**config.mk**
```make
export PLATFORM = sky130hd
export DESIGN_NAME = lever_frame_decoder
export DESIGN_NICKNAME = d
export VERILOG_FILES = /design/src/rtl/lever_frame_decoder.sv
export SDC_FILE = /design/constraint.sdc
export NUM_CORES = 1
export LEC_CHECK = 0
export BUFFER_PORTS_ARGS = -buffer_cell sky130_fd_sc_hd__buf_2
export CAP_MARGIN = 40
export CORE_MARGIN = 1
export CORE_UTILIZATION = 35
export CTS_BUF_LIST = sky130_fd_sc_hd__clkbuf_8
export DETAILED_ROUTE_END_ITERATION = 12
export HOLD_SLACK_MARGIN = 0.1
export MAX_ROUTING_LAYER = met4
export PLACE_DENSITY_LB_ADDON = 0.12
export SYNTH_ARGS = -nofsm -noshare
export SYNTH_HDL_FRONTEND = slang
export SYNTH_SLANG_ARGS = --single-unit
```
**constraint.sdc**
```tcl
create_clock -name clk -period 2.9 [get_ports clk]
set_input_delay 0.29 -clock clk [delete_from_list [all_inputs] [get_ports clk]]
set_output_delay 0.29 -clock clk [all_outputs]
set_load 0.05 [all_outputs]
```
**src/rtl/lever_frame_decoder.sv**
```systemverilog
// +----------------------------------------------------------------------------+
// | lever_frame_decoder - checksum-protected N-channel lever frame decoder      |
// | Revision: 1.0                                                              |
// +----------------------------------------------------------------------------+
`default_nettype none

module lever_frame_decoder #(
    parameter int          N_CH         = 2,
    parameter int          DATA_W       = 16,
    parameter logic [7:0]  SYNC_BYTE    = 8'hA5,
    parameter int          BYTE_TIMEOUT = 50000,
    parameter int          LINK_TIMEOUT = 5000000,
    parameter bit          ZERO_ON_LOSS = 1'b1
) (
    input  logic                     clk,
    input  logic                     rst_n,
    input  logic [7:0]               rx_data,
    input  logic                     rx_valid,
    input  logic                     rx_error,
    input  logic                     clear_stats,
    output logic [N_CH*DATA_W-1:0]   channels,
    output logic                     frame_valid,
    output logic                     link_ok,
    output logic [7:0]               chk_err_cnt,
    output logic [7:0]               abort_cnt,
    output logic [1:0]               db_estado
);

    localparam int BPC = DATA_W / 8;
    localparam int L   = N_CH * BPC;
    localparam int CW  = $clog2(L + 1);
    localparam int TW  = $clog2(BYTE_TIMEOUT + 1);
    localparam int WW  = $clog2(LINK_TIMEOUT + 1);

    localparam logic [1:0]    S_HUNT    = 2'd0;
    localparam logic [1:0]    S_PAYLOAD = 2'd1;
    localparam logic [1:0]    S_CHECK   = 2'd2;

    localparam logic [CW-1:0] LAST_IDX  = CW'(L - 1);
    localparam logic [TW-1:0] BYTE_TMO  = TW'(BYTE_TIMEOUT);
    localparam logic [WW-1:0] LINK_TMO  = WW'(LINK_TIMEOUT);

    logic [1:0]            state;
    logic [1:0]            state_nxt;
    logic [CW-1:0]         byte_cnt;
    logic [7:0]            xor_acc;
    logic [L*8-1:0]        shadow;
    logic [TW-1:0]         byte_timer;
    logic [WW-1:0]         wd_cnt;

    logic                  byte_ok;
    logic                  in_frame;
    logic                  timeout;
    logic                  abort_ev;
    logic                  payload_wr;
    logic                  commit;
    logic                  chk_fail;

    // State register
    always_ff @(posedge clk or negedge rst_n) begin
        if (!rst_n) state <= S_HUNT;
        else        state <= state_nxt;
    end

    // Next-state logic
    always_comb begin
        state_nxt = state;
        case (state)
            S_HUNT:    if (byte_ok && rx_data == SYNC_BYTE) state_nxt = S_PAYLOAD;
            S_PAYLOAD: begin
                if (abort_ev)                              state_nxt = S_HUNT;
                else if (byte_ok && byte_cnt == LAST_IDX)  state_nxt = S_CHECK;
            end
            S_CHECK:   if (abort_ev || byte_ok)            state_nxt = S_HUNT;
            default:                                       state_nxt = S_HUNT;
        endcase
    end

    // Event decode; a byte arriving together with rx_error is dropped
    always_comb begin
        byte_ok    = rx_valid && !rx_error;
        in_frame   = (state == S_PAYLOAD) || (state == S_CHECK);
        timeout    = in_frame && !rx_valid && (byte_timer + 1'b1 == BYTE_TMO);
        abort_ev   = in_frame && (rx_error || timeout);
        payload_wr = (state == S_PAYLOAD) && byte_ok;
        commit     = (state == S_CHECK) && byte_ok && (rx_data == xor_acc);
        chk_fail   = (state == S_CHECK) && byte_ok && (rx_data != xor_acc);
        db_estado  = state;
    end

    always_ff @(posedge clk or negedge rst_n) begin
        if (!rst_n) begin
            byte_cnt   <= '0;
            xor_acc    <= '0;
            byte_timer <= '0;
            shadow     <= '0;
        end else begin
            if (state == S_HUNT) begin
                byte_cnt <= '0;
                xor_acc  <= '0;
            end else if (payload_wr) begin
                byte_cnt <= byte_cnt + 1'b1;
                xor_acc  <= xor_acc ^ rx_data;
            end

            if (!in_frame || rx_valid || timeout) byte_timer <= '0;
            else                                  byte_timer <= byte_timer + 1'b1;

            // Stream order is channel 0 first, MSB byte first
            for (int i = 0; i < L; i++) begin
                if (payload_wr && byte_cnt == CW'(i))
                    shadow[(i / BPC) * DATA_W + (BPC - 1 - (i % BPC)) * 8 +: 8] <= rx_data;
            end
        end
    end

    // Commit and link watchdog; a commit overrides a coincident expiry
    always_ff @(posedge clk or negedge rst_n) begin
        if (!rst_n) begin
            channels    <= '0;
            frame_valid <= 1'b0;
            link_ok     <= 1'b0;
            wd_cnt      <= '0;
        end else begin
            frame_valid <= commit;
            if (commit) begin
                channels <= shadow;
                link_ok  <= 1'b1;
                wd_cnt   <= '0;
            end else if (link_ok) begin
                if (wd_cnt + 1'b1 == LINK_TMO) begin
                    link_ok <= 1'b0;
                    wd_cnt  <= '0;
                    if (ZERO_ON_LOSS) channels <= '0;
                end else begin
                    wd_cnt <= wd_cnt + 1'b1;
                end
            end
        end
    end

    always_ff @(posedge clk or negedge rst_n) begin
        if (!rst_n) begin
            chk_err_cnt <= '0;
            abort_cnt   <= '0;
        end else if (clear_stats) begin
            chk_err_cnt <= '0;
            abort_cnt   <= '0;
        end else begin
            if (chk_fail && chk_err_cnt != 8'hFF) chk_err_cnt <= chk_err_cnt + 1'b1;
            if (abort_ev && abort_cnt   != 8'hFF) abort_cnt   <= abort_cnt + 1'b1;
        end
    end

endmodule

`default_nettype wire
```
# --- Word level (Yosys, flattened, before mapping) ---
# Index checks and enable logic that the tools add are counted.
# Widths: inputs -> output; s select.
op_classes:
  n_addsub: 5
  multipliers: 0
  n_div: 0
  order_cmp: 0
  n_eq_ne: 15
  shifts: 0
  n_mux: 23
  bitwise: 1
  n_reduce_logical: 33
op_table:
  columns: ["cell", "n"]
  rows:
  - ["$mux 32", 3]
  - ["$mux 23", 3]
  - ["$mux 8", 6]
  - ["$add 23x1->23 const B", 1]
  - ["$eq 23x23->1 const B", 1]
  - ["$add 16x1->16 const B", 1]
  - ["$add 8x1->8 const B", 2]
  - ["$eq 16x16->1 const B", 1]
  - ["$logic_and 1x1->1", 16]
  - ["$mux 16", 1]
  - ["$ne 8x8->1 const B", 2]
  - ["$reduce_bool 2->1", 5]
  - ["$eq 8x8->1", 1]
  - ["$eq 8x8->1 const B", 1]
  - ["$mux 2", 4]
  - ["$ne 8x8->1", 1]
  - ["$xor 8x8->8", 1]
  - ["$eq 3x2->1 const B", 2]
  - ["$mux 3", 2]
  - ["$pmux 2 s3", 1]
  - ["$logic_or 1x1->1", 5]
  - ["$ne 2x2->1 const B", 2]
  - ["$add 3x1->3 const B", 1]
  - ["$eq 3x1->1 const B", 1]
  - ["other kinds (9)", 13]
word_totals:
  register_bits: 134
  latchBits: 0
  ram_bits: 0
  rom_bits: 0
  output_inout_bits: 52
  elab_cells: 91
  mem_count: 0

# --- Logic depth before layout (Yosys ltp) ---
logic_depth:
  word_depth: 9
  ltp_mapped: 10
  mapped_depth_nobuf: 8

# --- Least setup slack after synthesis ---
# Ideal clock, no wire load.
synth_path:
  path_kind: "reg2reg"
  startpoint: "register byte_timer[3]"
  endpoint: "register abort_cnt[7]"
  setup_ns: 0.078
  t_arrival_ns: 2.532
  t_required_ns: 2.822
  path_slack_ns: 0.291
  stages_incl_launch_ff: 9
  n_path_buf: 1
  synth_period_minus_slack_ns: 2.609
  path_cell_list: "dfrtp_1 > buf_2 > nand4_2 > nor4_1 > mux2_2 > nor4_2 > a31oi_2 > or4_1 > a21oi_1"
synth_via:
  elab_chain_cells: 7
synth_rtl:
  columns: ["item", "line_no", "text"]
  rows:
  - ["from (decl)", "48", "logic [TW-1:0] byte_timer;"]
  - ["from (signal assigned)", "107", "else byte_timer <= byte_timer + 1'b1;"]
  - ["$add 16x1->16", "83", "timeout = in_frame && !rx_valid && (byte_timer + 1'b1 == BYTE_TMO);"]
  - ["$eq 16x16->1", "83", null]
  - ["$logic_and 1x1->1", "83", null]
  - ["$logic_or 1x1->1", "84", "abort_ev = in_frame && (rx_error || timeout);"]
  - ["$logic_and 1x1->1", "84", null]
  - ["$logic_and 1x1->1", "151", "if (abort_ev && abort_cnt != 8'hFF) abort_cnt <= abort_cnt + 1'b1;"]
  - ["$reduce_bool 2->1 (no line)", null, null]
  - ["to (signal assigned)", "151", null]
  - ["to (decl)", "25", "output logic [7:0] abort_cnt,"]
# No other way between the ends.
# A chain may end at the register's enable or synchronous reset.

# --- Worst setup path in the final report ---
layout_path:
  startpoint: "register wd_cnt[4]"
  endpoint: "register channels[15]"
layout_via:
  elab_chain_cells: 4
layout_rtl:
  columns: ["item", "line_no", "text"]
  rows:
  - ["from (decl)", "49", "logic [WW-1:0] wd_cnt;"]
  - ["from (signal assigned)", "136", "wd_cnt <= wd_cnt + 1'b1;"]
  - ["$add 23x1->23", "131", "if (wd_cnt + 1'b1 == LINK_TMO) begin"]
  - ["$eq 23x23->1", "131", null]
  - ["$reduce_bool 2->1 (no line)", null, null]
  - ["$reduce_and 2->1 (no line)", null, null]
  - ["to (signal assigned)", "127", "channels <= shadow;"]
  - ["to (decl)", "21", "output logic [N_CH*DATA_W-1:0] channels,"]
# No other way between the ends.

==> results.ini <==
[status]
status = complete, no violations

[sta]
fin_crit_sh = 0.927
tightest_slew_ns = 0.678
max-slew-margin-rel = 0.548
clock-skew-final_ns = 0.0158
drv_slew = 0
min_period_ns = 2.69
fin_tns_setup_ns = 0
fmax_mhz = 372
finalSetupViolCount = 0
hold_violations = 0
setup_ws_ns = 0.213

[critical_path]
crit_slowest_cell = or3_4
critPathBufInv = 1
ff2ff_setup_slack_ns = 0.21
cp_max_fo = 18
critPathKind = reg2reg
critPathRequiredTime_ns = 3.23
cp-start-kind = flop
critPathArrivalTime_ns = 3.02
cp-end-kind = flop
reg2reg_to = channels[15]$_DFFE_PN0P_
cpPeakStageDelay_ns = 0.49
worstReg2RegStart = wd_cnt[4]$_DFFE_PN0P_
crit_family = simple AND/OR/NAND/NOR gates
r2r_cells = 8
cp_cell_sequence = nand3_2 -> or3_4 -> o31ai_1 -> nand4_1 -> nor4_4 -> and2_4 -> buf_12 -> o21ai_2

[die]
dieArea_sq_mm = 0.0200
rows = 50
core_sq_mm = 0.0189
initial_core_util = 0.360
ios = 65
fp.dieH_um = 141
die_x_um = 141

[clock_network]
post_cts_buffers = 0
cts_buffers = 17
clock_latency_ns = 0.44
cts_buffer_depth = 2
clock_sinks = 134
cts_htree_levels = 4
cts_tree = done
cts.clk_slew.worst_paths_ns = 0.09
cts.root.buffer_cell = clkbuf_8

[finish]
final_area_sq_mm = 0.00796
antenna_cells = 0
nNetsFinal = 763
nFillCells = 1853
register_area_sq_mm = 0.00335
final_cells = 1010
area_growth_pct = 16.9
multiInputGateArea_sq_mm = 0.00322
final_layout_size_suffix_gt1_frac = 0.263
final_util = 0.421

[drt]
wl_per_cell_um = 15.4
drt_wl_total_um = 15500
antenna_left = 0
num_vias = 4995
routed_via_density = 4.95
drt_iter0_drc = 220
drt_pass1_iterations = 4
drc = 0

[grt]
gr-usage-all-layers = 0.175
grt-ovfl-total = 0
grt_start_max_net_pins = 70
grt_first_pass_wirelength_um = 26600
grt_pass1_vias = 5109
antenna_found_initial = 0

[power_and_ir_drop]
internal-power_uw = 3290
p_leak_uw = 0.00372
sw_frac_of_total = 0.271
power.net_switching_uw = 1220
ir_drop_mv = 0.371
power_frac_comb = 0.131
p_clk_frac = 0.393
p_per_area_mw_per_mm2 = 567
sequentialPowerShare = 0.476

[synthesis]
synth_area_sq_mm = 0.00681
syn_nets = 685
synth_edf_count = 0
synthFlopType = dfrtp_1
yosysWarnings = 0
ys_async_sr_fraction = 1.00
syn_area_per_cell_sq_um = 10.3
ys_types = 65
synthCells = 659
ys_ff_latch = 134
ys_seq_area_frac = 0.492

[worst_hold_path]
hold_path.class = in2reg
whs_path_depth = 3
worstHoldEndpoint = db_estado[1]$_DFFE_PN0P_
hold_start = rx_error

[placed_design]
dp_slack_ns = 0.161
place_congestion = 0.856
port_buffers = 64
dpl_cell_area_sq_mm = 0.00748
dpl.hpwl_um = 10600
place_inst = 977

[job]
maxCapViolCount = 0

-- Yosys cell counts (8+ instances only) --
master	n	share of area
a21oi_1	13	0.0096
and3_1	11	0.010
clkbuf_1	17	0.0094
dfrtp_1	134	0.49
ha_1	13	0.024
inv_1	14	0.0077
mux2_1	8	0.013
mux2_2	26	0.043
nand2_1	103	0.057
nand3_1	24	0.018
nand4_1	19	0.017
nor2_1	69	0.038
nor3_2	10	0.015
o21ai_0	9	0.0066
o21ai_2	31	0.040
xnor2_1	24	0.031
xor2_1	37	0.048
-- power groups by stage --
stage / combinational [uW] / sequential (uW) / clock (uW)
floorplan: 375 / 2200 / 0
CTS: 600 / 2150 / 1830
global placement: 580 / 2180 / 0
detailed placement: 595 / 2190 / 0
finish: 591 / 2150 / 1780
global route: 659 / 2170 / 1920
-- registers in the layout, summed over array words and instances, names as in the netlist, 2 cells and up --
signal / flops
channels: 32
shadow: 32
wd_cnt: 23
byte_timer: 16
abort_cnt: 8
chk_err_cnt: 8
xor_acc: 8
byte_cnt: 3
db_estado: 2
-- worst reg2reg max path, cell delays in order, from the launching register on --
cell and delay [ns]:
dfrtp_1 0.48, nand3_2 0.29, or3_4 0.50, o31ai_1 0.30, nand4_1 0.20, nor4_4 0.25, and2_4 0.27, buf_12 0.20
o21ai_2 0.09
-- cell type report --
| class | instances | area share |
|---|---|---|
| clock buffers | 17 | 0.0294 |
| clock inverters | 15 | 0.0269 |
| repair buffers | 88 | 0.0702 |
| well taps | 260 | 0.0409 |
| inverters | 14 | 0.00660 |
| flip-flops and latches | 134 | 0.421 |
| multi-input cells | 482 | 0.405 |
-- per-layer routing --
| metal | wire length (um) | share of wire | global-route usage | vias up |
|---|---|---|---|---|
| li1 | - | - | - | 2435 |
| met1 | 7580 | 0.49 | 0.229 | 2476 |
| met2 | 7110 | 0.46 | 0.267 | 75 |
| met3 | 705 | 0.045 | 0.0493 | 9 |
| met4 | 150 | 0.0097 | 0.0441 | 0 |
| met5 | 0 | 0 | - | - |
-- how the worst max path moves through the flow --
stage / cells after the start / slack (ns) / from / end
after floorplan: 8 / 0.29 / byte_timer[3]$_DFF_PN0_ / abort_cnt[7]$_DFFE_PN0P_
after global placement: 9 / 0.22 / byte_timer[9]$_DFF_PN0_ / abort_cnt[4]$_DFFE_PN0P_
after detailed placement: 9 / 0.16 / byte_timer[4]$_DFF_PN0_ / abort_cnt[5]$_DFFE_PN0P_
after CTS: 9 / 0.13 / byte_timer[4]$_DFF_PN0_ / abort_cnt[3]$_DFFE_PN0P_
after global routing: 8 / -0.03 / wd_cnt[4]$_DFFE_PN0P_ / channels[10]$_DFFE_PN0P_
final: 8 / 0.21 / wd_cnt[4]$_DFFE_PN0P_ / channels[15]$_DFFE_PN0P_
-- per-stage QoR --
| stage | hold WS (ns) | power [uW] |
|---|---|---|
| global placement | 0.194 | 2760 |
| global route | 0.176 | 4750 |
| detailed placement | 0.201 | 2780 |
| finish | 0.198 | 4520 |
| CTS | 0.172 | 4580 |
| floorplan | -0.00559 | 2580 |
-- cells in the final DEF (no fill, tap or decap), types with 3 or more instances in the layout --
cell type / n
nor3_1: 6
nor2_1: 69
inv_1: 17
a21oi_1: 13
clkbuf_8: 17
o21ai_0: 9
nor3_2: 9
buf_4: 19
clkinv_4: 4
nor4_1: 4
buf_12: 4
dfrtp_1: 134
nand4_1: 19
bufinv_16: 5
buf_2: 63
mux2_1: 8
nand3_1: 24
mux2_2: 26
o21ai_1: 4
and3_1: 11
nor3b_1: 3
and2_1: 3
a31oi_1: 4
xnor2_1: 24
nand2_1: 103
or3_1: 7
nand3b_1: 3
a211oi_1: 3
nor4_2: 3
ha_1: 13
o21ai_2: 31
xor2_1: 37
-- cells by family after synthesis --
group | synth area share
DFF | 0.492
adders and majority gates | 0.0239
buffers and inverters | 0.0375
muxes | 0.0592
AOI/OAI and AO/OA | 0.0909
and+or+nand+nor | 0.218
xor gates and xnor gates | 0.0784
-- what timing repair did --
item,4_1_cts,5_1_grt
hold buffers,1,0
gates resized for setup,0,3
endpoints found under the hold margin,30,0
endpoints found under the setup margin,0,35
Note: power is estimated with default switching activity, not from simulation.
